===== src/rtl/taxi_episode_runner.sv =====
// taxi_episode_runner
// Agent-side episode driver for the TaxiStep environment core. It holds the
// current Taxi-v3 observation, takes actions from a policy over a valid/ready
// handshake and presents state plus action to TaxiStep. After STEP_LAT cycles
// it captures the next state, reward and terminated flag. It also accumulates a
// saturating signed return, counts steps, and ends the episode on termination
// or on step-limit truncation.
//
// Ports
//   clk, reset            : clock (rising edge), synchronous active-high reset
//   start, init_*         : begin an episode from the given state (IDLE/DONE only)
//   action_valid/_ready   : policy action handshake; action 0..5 legal
//   step_req, step_*      : one-cycle request plus state/action to TaxiStep
//   res_*                 : next state, reward code, terminated flag from TaxiStep
//   obs_*                 : current observation
//   ep_return, step_count : signed running return, steps this episode
//   done/terminated/truncated : episode end status, held until next start
//   illegal_action, init_err, proto_err : one-cycle error pulses
module taxi_episode_runner #(
   parameter int unsigned MAX_STEPS = 200,
   parameter int unsigned STEP_LAT  = 1
) (
   input  logic        clk,
   input  logic        reset,
   input  logic        start,
   input  logic [2:0]  init_row,
   input  logic [2:0]  init_col,
   input  logic [2:0]  init_pass,
   input  logic [1:0]  init_dest,
   input  logic        action_valid,
   input  logic [2:0]  action,
   output logic        action_ready,
   output logic        step_req,
   output logic [2:0]  step_action,
   output logic [2:0]  step_row,
   output logic [2:0]  step_col,
   output logic [2:0]  step_pass,
   output logic [1:0]  step_dest,
   input  logic [2:0]  res_row,
   input  logic [2:0]  res_col,
   input  logic [2:0]  res_pass,
   input  logic [1:0]  res_dest,
   input  logic [1:0]  res_reward,
   input  logic        res_terminated,
   output logic [2:0]  obs_row,
   output logic [2:0]  obs_col,
   output logic [2:0]  obs_pass,
   output logic [1:0]  obs_dest,
   output logic [11:0] ep_return,
   output logic [7:0]  step_count,
   output logic        done,
   output logic        terminated,
   output logic        truncated,
   output logic        illegal_action,
   output logic        init_err,
   output logic        proto_err
);

   typedef enum logic [2:0] {IDLE, WAIT_ACT, ISSUE, WAIT_RES, DONE} state_t;

   localparam logic [7:0] MAX_CNT  = 8'(MAX_STEPS);
   localparam logic [2:0] LAT_LAST = 3'(STEP_LAT - 1);

   state_t             state_q, state_d;
   logic [2:0]         row_q, row_d, col_q, col_d, pass_q, pass_d;
   logic [1:0]         dest_q, dest_d;
   logic [2:0]         act_q, act_d;
   logic [2:0]         lat_q, lat_d;
   logic signed [11:0] ret_q, ret_d;
   logic [7:0]         cnt_q, cnt_d;
   logic               done_q, done_d, term_q, term_d, trunc_q, trunc_d;
   logic               illegal_q, illegal_d, init_err_q, init_err_d;
   logic               proto_q, proto_d;

   logic               init_ok;
   logic signed [12:0] reward;
   logic signed [12:0] ret_sum;
   logic [7:0]         cnt_inc;

   // NOTE: every signal written here gets a default first, so no path can
   // leave one unassigned and infer a latch.
   always_comb begin
      state_d    = state_q;
      row_d      = row_q;
      col_d      = col_q;
      pass_d     = pass_q;
      dest_d     = dest_q;
      act_d      = act_q;
      lat_d      = lat_q;
      ret_d      = ret_q;
      cnt_d      = cnt_q;
      done_d     = done_q;
      term_d     = term_q;
      trunc_d    = trunc_q;
      illegal_d  = 1'b0;
      init_err_d = 1'b0;
      proto_d    = 1'b0;

      // pass == 4 (in taxi) can never equal a 2-bit destination index
      init_ok = (init_row <= 3'd4) && (init_col <= 3'd4) && (init_pass <= 3'd4)
                && (init_pass != {1'b0, init_dest});

      case (res_reward)
         2'd0:    reward = -13'sd1;
         2'd1:    reward = 13'sd20;
         2'd2:    reward = -13'sd10;
         default: reward = 13'sd0;
      endcase
      // one guard bit so overflow is visible before clamping
      ret_sum = {ret_q[11], ret_q} + reward;
      cnt_inc = cnt_q + 8'd1;

      case (state_q)
         IDLE, DONE: begin
            if (start) begin
               if (init_ok) begin
                  row_d   = init_row;
                  col_d   = init_col;
                  pass_d  = init_pass;
                  dest_d  = init_dest;
                  ret_d   = '0;
                  cnt_d   = '0;
                  done_d  = 1'b0;
                  term_d  = 1'b0;
                  trunc_d = 1'b0;
                  state_d = WAIT_ACT;
               end else begin
                  init_err_d = 1'b1;
               end
            end
         end
         WAIT_ACT: begin
            if (action_valid) begin
               if (action <= 3'd5) begin
                  act_d   = action;
                  state_d = ISSUE;
               end else begin
                  illegal_d = 1'b1;
               end
            end
         end
         ISSUE: begin
            lat_d   = '0;
            state_d = WAIT_RES;
         end
         WAIT_RES: begin
            if (lat_q == LAT_LAST) begin
               row_d   = res_row;
               col_d   = res_col;
               pass_d  = res_pass;
               dest_d  = res_dest;
               cnt_d   = cnt_inc;
               proto_d = (res_reward == 2'd3);
               if (ret_sum > 13'sd2047)
                  ret_d = 12'sd2047;
               else if (ret_sum < -13'sd2048)
                  ret_d = -12'sd2048;
               else
                  ret_d = $signed(ret_sum[11:0]);
               // termination takes priority when it coincides with the limit
               if (res_terminated) begin
                  term_d  = 1'b1;
                  done_d  = 1'b1;
                  state_d = DONE;
               end else if (cnt_inc == MAX_CNT) begin
                  trunc_d = 1'b1;
                  done_d  = 1'b1;
                  state_d = DONE;
               end else begin
                  state_d = WAIT_ACT;
               end
            end else begin
               lat_d = lat_q + 3'd1;
            end
         end
         default: state_d = IDLE;
      endcase
   end

   // NOTE: state registers use non-blocking assignments so every flop samples
   // the pre-edge value; all of them reset, as every output must read 0.
   always_ff @(posedge clk) begin
      if (reset) begin
         state_q    <= IDLE;
         row_q      <= '0;
         col_q      <= '0;
         pass_q     <= '0;
         dest_q     <= '0;
         act_q      <= '0;
         lat_q      <= '0;
         ret_q      <= '0;
         cnt_q      <= '0;
         done_q     <= 1'b0;
         term_q     <= 1'b0;
         trunc_q    <= 1'b0;
         illegal_q  <= 1'b0;
         init_err_q <= 1'b0;
         proto_q    <= 1'b0;
      end else begin
         state_q    <= state_d;
         row_q      <= row_d;
         col_q      <= col_d;
         pass_q     <= pass_d;
         dest_q     <= dest_d;
         act_q      <= act_d;
         lat_q      <= lat_d;
         ret_q      <= ret_d;
         cnt_q      <= cnt_d;
         done_q     <= done_d;
         term_q     <= term_d;
         trunc_q    <= trunc_d;
         illegal_q  <= illegal_d;
         init_err_q <= init_err_d;
         proto_q    <= proto_d;
      end
   end

   // The observation is untouched between ISSUE and capture, so the step
   // outputs stay constant for the whole request.
   assign action_ready   = (state_q == WAIT_ACT);
   assign step_req       = (state_q == ISSUE);
   assign step_action    = act_q;
   assign step_row       = row_q;
   assign step_col       = col_q;
   assign step_pass      = pass_q;
   assign step_dest      = dest_q;
   assign obs_row        = row_q;
   assign obs_col        = col_q;
   assign obs_pass       = pass_q;
   assign obs_dest       = dest_q;
   assign ep_return      = ret_q;
   assign step_count     = cnt_q;
   assign done           = done_q;
   assign terminated     = term_q;
   assign truncated      = trunc_q;
   assign illegal_action = illegal_q;
   assign init_err       = init_err_q;
   assign proto_err      = proto_q;

endmodule


===== config.mk =====
export PLATFORM = sky130hd
export DESIGN_NAME = taxi_episode_runner
export DESIGN_NICKNAME = d
export VERILOG_FILES = /design/src/rtl/taxi_episode_runner.sv
export SDC_FILE = /design/constraint.sdc
export NUM_CORES = 1
export LEC_CHECK = 0
export BUFFER_PORTS_ARGS = -buffer_cell sky130_fd_sc_hd__buf_2
export CORE_ASPECT_RATIO = 1.5
export CORE_MARGIN = 5
export CORE_UTILIZATION = 53
export CTS_CLUSTER_SIZE = 28
export DETAILED_ROUTE_END_ITERATION = 12
export PLACE_DENSITY = 0.81
export SETUP_SLACK_MARGIN = 0.5
export SYNTH_ARGS = -nofsm -noshare
export SYNTH_HDL_FRONTEND = slang
export SYNTH_SLANG_ARGS = --single-unit

===== constraint.sdc =====
create_clock -name clk -period 3.8 [get_ports clk]
set_input_delay 0 -clock clk [delete_from_list [all_inputs] [get_ports clk]]
set_output_delay 0 -clock clk [all_outputs]
set_load 0.05 [all_outputs]

Word level (Yosys, flattened, before mapping)
Cells that the tools add are included.
{"block": "word_totals", "inputBits": 32, "ff_bits": 46, "word_cells": 119, "output_inout_bits": 53}
{"block": "op_classes", "mux": 51, "add_sub_neg": 3, "bitwise": 6, "n_lt_le_gt_ge": 6, "n_reduce_logical": 19, "eq_ne": 19}
{"operator": "12-bit two-way mux", "n": 5}
{"operator": "3-bit two-way mux", "n": 17}
{"operator": "13-bit one-hot mux with 3 select lines", "n": 1}
{"operator": "8-bit two-way mux", "n": 3}
{"operator": "12-bit one-hot mux with 2 select lines", "n": 1}
{"operator": "3-bit one-hot mux with 2 select lines", "n": 4}
{"operator": "2-bit inequality test (second input constant)", "n": 8}
{"operator": "8-bit one-hot mux with 2 select lines", "n": 1}
{"operator": "5-bit AND reduction", "n": 3}
{"operator": "13-bit adder", "n": 1}
{"operator": "13-bit by 12-bit > comparator with 1-bit output (second input constant)", "n": 1}
{"operator": "13-bit by 12-bit < comparator with 1-bit output (second input constant)", "n": 1}
{"operator": "3-bit <= comparator (second input constant)", "n": 4}
{"operator": "3-bit one-hot mux with 4 select lines", "n": 1}
{"operator": "1-bit two-way mux", "n": 11}
{"operator": "3-bit OR reduction", "n": 3}
{"operator": "8-bit by 1-bit adder with 8-bit output (second input constant)", "n": 1}
{"operator": "8-bit equality test (second input constant)", "n": 1}
{"operator": "3-bit by 2-bit equality test with 1-bit output (second input constant)", "n": 2}
{"operator": "3-bit zero test", "n": 2}
{"operator": "2-bit two-way mux", "n": 3}
{"operator": "1-bit NOT", "n": 6}
{"operator": "1-bit one-hot mux with 2 select lines", "n": 3}
{"operator": "6-bit AND reduction", "n": 1}
{"operator": "16 further kinds", "n": 20}

Depth between registers and ports, before layout
{"block": "logic_depth", "word_depth": 8, "mapped_depth": 13, "depth_no_buf": 10}

Least setup slack after synthesis
Ideal clock, no wire load.
{"block": "synth_path", "kind": "reg2reg", "from": "register ret_q[7], in the netlist ep_return[7]", "to": "register ret_q[3], in the netlist ep_return[3]", "setup_time_ns": 0.131, "stages_incl_launch_ff": 10, "t_arrival_ns": 2.696, "path_slack_ns": 0.973, "required_ns": 3.669, "period_less_slack_ns": 2.827, "cell_sequence": "dfxtp_1 > ha_1 > clkbuf_2 > and4bb_2 > a21oi_2 > and4bb_2 > nor4_4 > nand3_4 > a221oi_1 > nor3_1"}
{"block": "synth_between", "elab_chain_len": 6, "elab_cells_between_ends": 7}
{"element": "start: declaration", "line": "69", "source": "logic signed [11:0] ret_q, ret_d;"}
{"element": "start signal: assignment", "line": "207", "source": "ret_q <= ret_d;"}
{"element": "13-bit adder (*)", "line": "110", "source": "ret_sum = {ret_q[11], ret_q} + reward;"}
{"element": "13-bit by 12-bit < comparator with 1-bit output", "line": "156", "source": "else if (ret_sum < -13'sd2048)"}
{"element": "12-bit two-way mux", "line": "156"}
{"element": "12-bit two-way mux (*)", "line": "154", "source": "if (ret_sum > 13'sd2047)"}
{"element": "12-bit two-way mux (*)", "line": "147", "source": "if (lat_q == LAT_LAST) begin"}
{"element": "12-bit one-hot mux with 2 select lines (*)", "line": "113", "source": "case (state_q)"}
Every way passes the cells marked *; elsewhere a longest branch is shown, timed or not. The select of a mux whose other input is x is not followed.
A chain may end at the register's enable or synchronous reset.

Final worst setup path
{"block": "layout_path", "from": "register state_q[1]", "to": "register dest_q[1], in the netlist obs_dest[1]"}
{"block": "layout_between", "elab_chain_len": 4, "elab_cells_between_ends": 10}
{"element": "start: declaration", "line": "64", "source": "state_t state_q, state_d;"}
{"element": "start signal: assignment", "line": "200", "source": "state_q <= state_d;"}
{"element": "3-bit equality test or 3-bit zero test (tied branches)", "line": "113"}
{"element": "2-bit OR reduction", "line": "113"}
{"element": "2-bit inequality test (no source line) or 2-bit nonzero test (tied branches)"}
{"element": "4-bit AND reduction (no source line)"}
{"element": "end signal: assignment", "line": "204", "source": "dest_q <= dest_d;"}
{"element": "end: declaration", "line": "66", "source": "logic [1:0] dest_q, dest_d;"}
Several ways; a longest one is shown, not always the timed one.

==> reports/qor.txt <==
DETAILED ROUTING
---------------------------------------------------------------------------------
Detailed-route vias per instance                                            5.804
Antenna Nets Post-Route                                                         0
DR iter-0 viols                                                               176
Number of iterations in the first detailed-routing pass                         4
Final routed wire length divided by cell count                           15.03 um
Total routed wirelength                                                   8132 um
Count of vias placed by the detailed router                                 3,140
Count of unresolved DRC violations after routing                                0

YOSYS
---------------------------------------------------------------------------------
Leading register cell type out of synthesis                          sky130_fd_sc_hd__dfxtp_1
Area fraction in compound gates after synthesis                            0.2487
Ys Warns                                                                        0
Library cells used by synthesis                                                68
Number of flops mapped to enable cells by yosys                                 0
Cells after Synth                                                             391
Share of synthesized area spent on multiplexers                           0.02004
Area share of and/or/nand/nor cells after synthesis                        0.2744
Synth Area per Inst                                                    7.824 um^2
Syn nets                                                                      432
Share of async-settable or async-resettable flops after synthesis               0
Adder and majority cell fraction of the synthesized area                  0.04008
Post-synthesis cell area                                                3059 um^2
Number of register bits inferred by synthesis                                  46
XOR/XNOR Fraction of Synth Area                                           0.04008
Dominant combinational cell family by area after synthesis           simple AND/OR/NAND/NOR gates
Register area share after synthesis                                        0.3010

CLOCK TREE
---------------------------------------------------------------------------------
Later-pin clock latency in the skew report                                 290 ps
CTS tree                                                                     done
Longest Clk Path Bufs                                                           2
Number of instances resized during post-cts repair                              0
Cts-stage hold buffer count                                                    22
Root Buffer Master                                                   sky130_fd_sc_hd__clkbuf_8
TritonCTS sink count                                                           46
Number of buffers created by CTS                                                5
Clock H-tree levels                                                             2
Total setup buffers inserted after CTS                                          0
Clock transition at the registers of the reported paths                     90 ps

PWR
---------------------------------------------------------------------------------
Power per Cell Area                                                  307.7 nW/um^2
Lkg Pwr                                                                  1.566 nW
Worst ir drop on vdd                                                    0.3135 mV

WORST SETUP PATH
---------------------------------------------------------------------------------
Slack of the worst reg-to-reg path                                         830 ps
Critical register-to-register path endpoint                           obs_dest[1]
Worst Reg2Reg Path Length in Cells                                              7
Startpoint Class                                                        flip-flop
CP Capture Type                                                         flip-flop
Number of buffer and inverter instances along the worst setup path              1
CP delay by family, top                                              simple AND/OR/NAND/NOR gates
Cell occurring most often along the worst timing path                sky130_fd_sc_hd__nand3_1
Max Fanout on Critical Path                                                    17
Startpoint of the worst register-to-register path                      state_q[1]
Highest cell delay on the worst timing path                                600 ps
Critical path data required time                                          4030 ps
Critical path, cell by cell                                          nor2b_1, nand3_1, nand2_1, o31a_1, nand3_1, a31oi_1, dlygate4sd3_1
Data arrival, critical path                                               3200 ps
Classification of the worst setup path                               flip-flop to flip-flop
Slowest CP cell                                                      sky130_fd_sc_hd__dlygate4sd3_1

TIMING
---------------------------------------------------------------------------------
Total Negative Setup Slacks                                                  0 ps
Min cycle time layout                                                     2970 ps
Slew headroom                                                              0.2038
Number of pins with negative max-slew slack in the final report                 0
Final hold vios                                                                 0
Transition time of the tightest slew-check pin                            1194 ps
Setup Viol. Count Final                                                         0
Final period util                                                          0.7816
Fmax                                                                    336.7 MHz
Unrepaired setup endpoints after global routing                             false
Crit path setup slack, layout                                            829.8 ps
Clock Skew                                                               9.793 ps

WORST HOLD PATH
---------------------------------------------------------------------------------
WHS Path Cells                                                                  3
Worst Min Path Start                                                  init_col[0]
Hold WC Path Type                                                    input port to flip-flop
Worst hold endpoint                                                    obs_col[0]

FLOORPLANNING
---------------------------------------------------------------------------------
Floorplan core area                                                     5700 um^2
Die area                                                                7423 um^2
I/O pin count                                                                  85
Effective utilization at floorplan                                         0.5367
Die Y-Extent                                                             103.1 um
Floorplan die width                                                      72.03 um
Std cell rows                                                                  34

PLACED DESIGN
---------------------------------------------------------------------------------
Pre-CTS WS                                                               824.6 ps
Final RePlAce weighted congestion                                          0.8200
Count of input and output buffers                                              84
Placed Instance Area                                                    3393 um^2
Detailed Place HPWL                                                       5671 um
Placed instance count                                                         512

GRT
---------------------------------------------------------------------------------
Number of global-route vias before repair                                   2,869
Pin count of the biggest net entering global routing                           42
Overall Global Routing Usage                                               0.2173
Wire length of the first global-routing pass                            13,180 um
Antenna violations before repair                                                0
Total global routing overflow                                                   0

STATUS
---------------------------------------------------------------------------------
Run status                                                           finished, final reports clean

LAYOUT
---------------------------------------------------------------------------------
Proportion of layout cells with a drive suffix above 1                     0.2473
Final core utilization                                                     0.6479
Ant. Diodes                                                                     0
Area growth, synth to finish                                               20.74%
Post-route non-filler standard cell count                                     541
Fill cell total of the finished layout                                        494
Final std cell area, no fill                                            3694 um^2
Net count, final                                                              510

JOB
---------------------------------------------------------------------------------
Total of max-cap violations                                                     0

## worst max path at each step
stage,from,end,depth (start not counted)
6_report,state_q[1],obs_dest[1],7
5_1_grt,state_q[1],obs_row[0],7
4_1_cts,state_q[1],obs_row[0],7
2_1_floorplan,ep_return[7],ep_return[3],9
3_3_place_gp,res_reward[0],ep_return[3],10
3_5_place_dp,res_reward[0],ep_return[8],11
## layer usage
layer / GRT usage / routed length, um / vias up / share of wire
met1: 0.2512 / 3219 / 1472 / 0.40
li1: - / - / 1567 / -
met2: 0.4079 / 4450 / 87 / 0.55
met4: 0.06946 / 127 / 0 / 0.016
met5: 0 / 0 / - / 0
met3: 0.02927 / 334 / 14 / 0.041
## stage by stage
stage	hold WS, ps	power, mW
3_3_place_gp	241.3	0.8354
4_1_cts	5.034	1.140
2_1_floorplan	140.7	0.7782
6_report	9.193	1.136
3_5_place_dp	257.8	0.8391
5_1_grt	8.614	1.193
## flip-flops by register name, summed over array words and instances (netlist names)
| register | cells |
|---|---|
| proto_err | 1 |
| obs_row | 3 |
| obs_col | 3 |
| state_q | 3 |
| ep_return | 12 |
| obs_dest | 2 |
| done | 1 |
| init_err | 1 |
| terminated | 1 |
| step_count | 8 |
| truncated | 1 |
| obs_pass | 3 |
| lat_q | 3 |
| step_action | 3 |
| illegal_action | 1 |
## cells in the mapped netlist, drive strengths merged, types with 9 or more instances
master	number	area share
buf	17	0.041
nand3	18	0.034
nor2	34	0.043
a21oi	34	0.061
o21ai	23	0.039
nor3	15	0.025
dfxtp	46	0.30
clkbuf	19	0.024
inv	9	0.011
ha	9	0.037
a31oi	14	0.029
nand2	47	0.058
## layout by cell type (no fill, tap or decap), types with 5 or more instances in the layout
| master | count |
|---|---|
| sky130_fd_sc_hd__nor3_1 | 15 |
| sky130_fd_sc_hd__dfxtp_1 | 46 |
| sky130_fd_sc_hd__nand2b_1 | 8 |
| sky130_fd_sc_hd__a21oi_1 | 32 |
| sky130_fd_sc_hd__inv_1 | 8 |
| sky130_fd_sc_hd__ha_1 | 9 |
| sky130_fd_sc_hd__xnor2_1 | 7 |
| sky130_fd_sc_hd__a221oi_1 | 6 |
| sky130_fd_sc_hd__a31oi_1 | 14 |
| sky130_fd_sc_hd__nand3_1 | 17 |
| sky130_fd_sc_hd__nand2_1 | 47 |
| sky130_fd_sc_hd__mux2i_1 | 5 |
| sky130_fd_sc_hd__buf_2 | 84 |
| sky130_fd_sc_hd__nand3b_1 | 6 |
| sky130_fd_sc_hd__clkbuf_8 | 5 |
| sky130_fd_sc_hd__xor2_1 | 7 |
| sky130_fd_sc_hd__dlygate4sd3_1 | 22 |
| sky130_fd_sc_hd__nor2_1 | 33 |
| sky130_fd_sc_hd__o21ai_0 | 21 |
## area by class of cell
| type | instances | area, um^2 | share of cell area |
|---|---|---|---|
| clock inverter | 1 | 7.507 | 0.002033 |
| sequential | 46 | 920.9 | 0.2493 |
| clock buffer | 6 | 72.57 | 0.01965 |
| multi-input combinational | 300 | 1921 | 0.5200 |
| tap | 72 | 90.09 | 0.02439 |
| inverter | 9 | 33.78 | 0.009146 |
| timing repair buffer | 107 | 648.1 | 0.1755 |
## cells by family (layout without fill, tap and decap cells)
family | after synthesis | in the layout
and+or+nand+nor | 159 | 159
AOI/OAI and AO/OA | 111 | 111
DFF | 46 | 46
buffers and inverters | 45 | 123
xor gates and xnor gates | 14 | 14
adders and majority gates | 10 | 10
muxes | 6 | 6
## where the power goes
| part | leakage [nW] | switching [mW] | internal (mW) | total (mW) |
|---|---|---|---|---|
| combinational | 1.16 | 0.229 | 0.106 | 0.334 |
| sequential | 0.372 | 0.0190 | 0.501 | 0.520 |
| clock | 0.0373 | 0.156 | 0.126 | 0.282 |
| total | 1.57 | 0.404 | 0.733 | 1.14 |
## tightest hold or removal path, cell delays in order
cell and delay [ps]:
sky130_fd_sc_hd__buf_2 110, sky130_fd_sc_hd__nand3_1 70, sky130_fd_sc_hd__a31oi_1 80
Note: power is estimated with default switching activity, not from simulation.
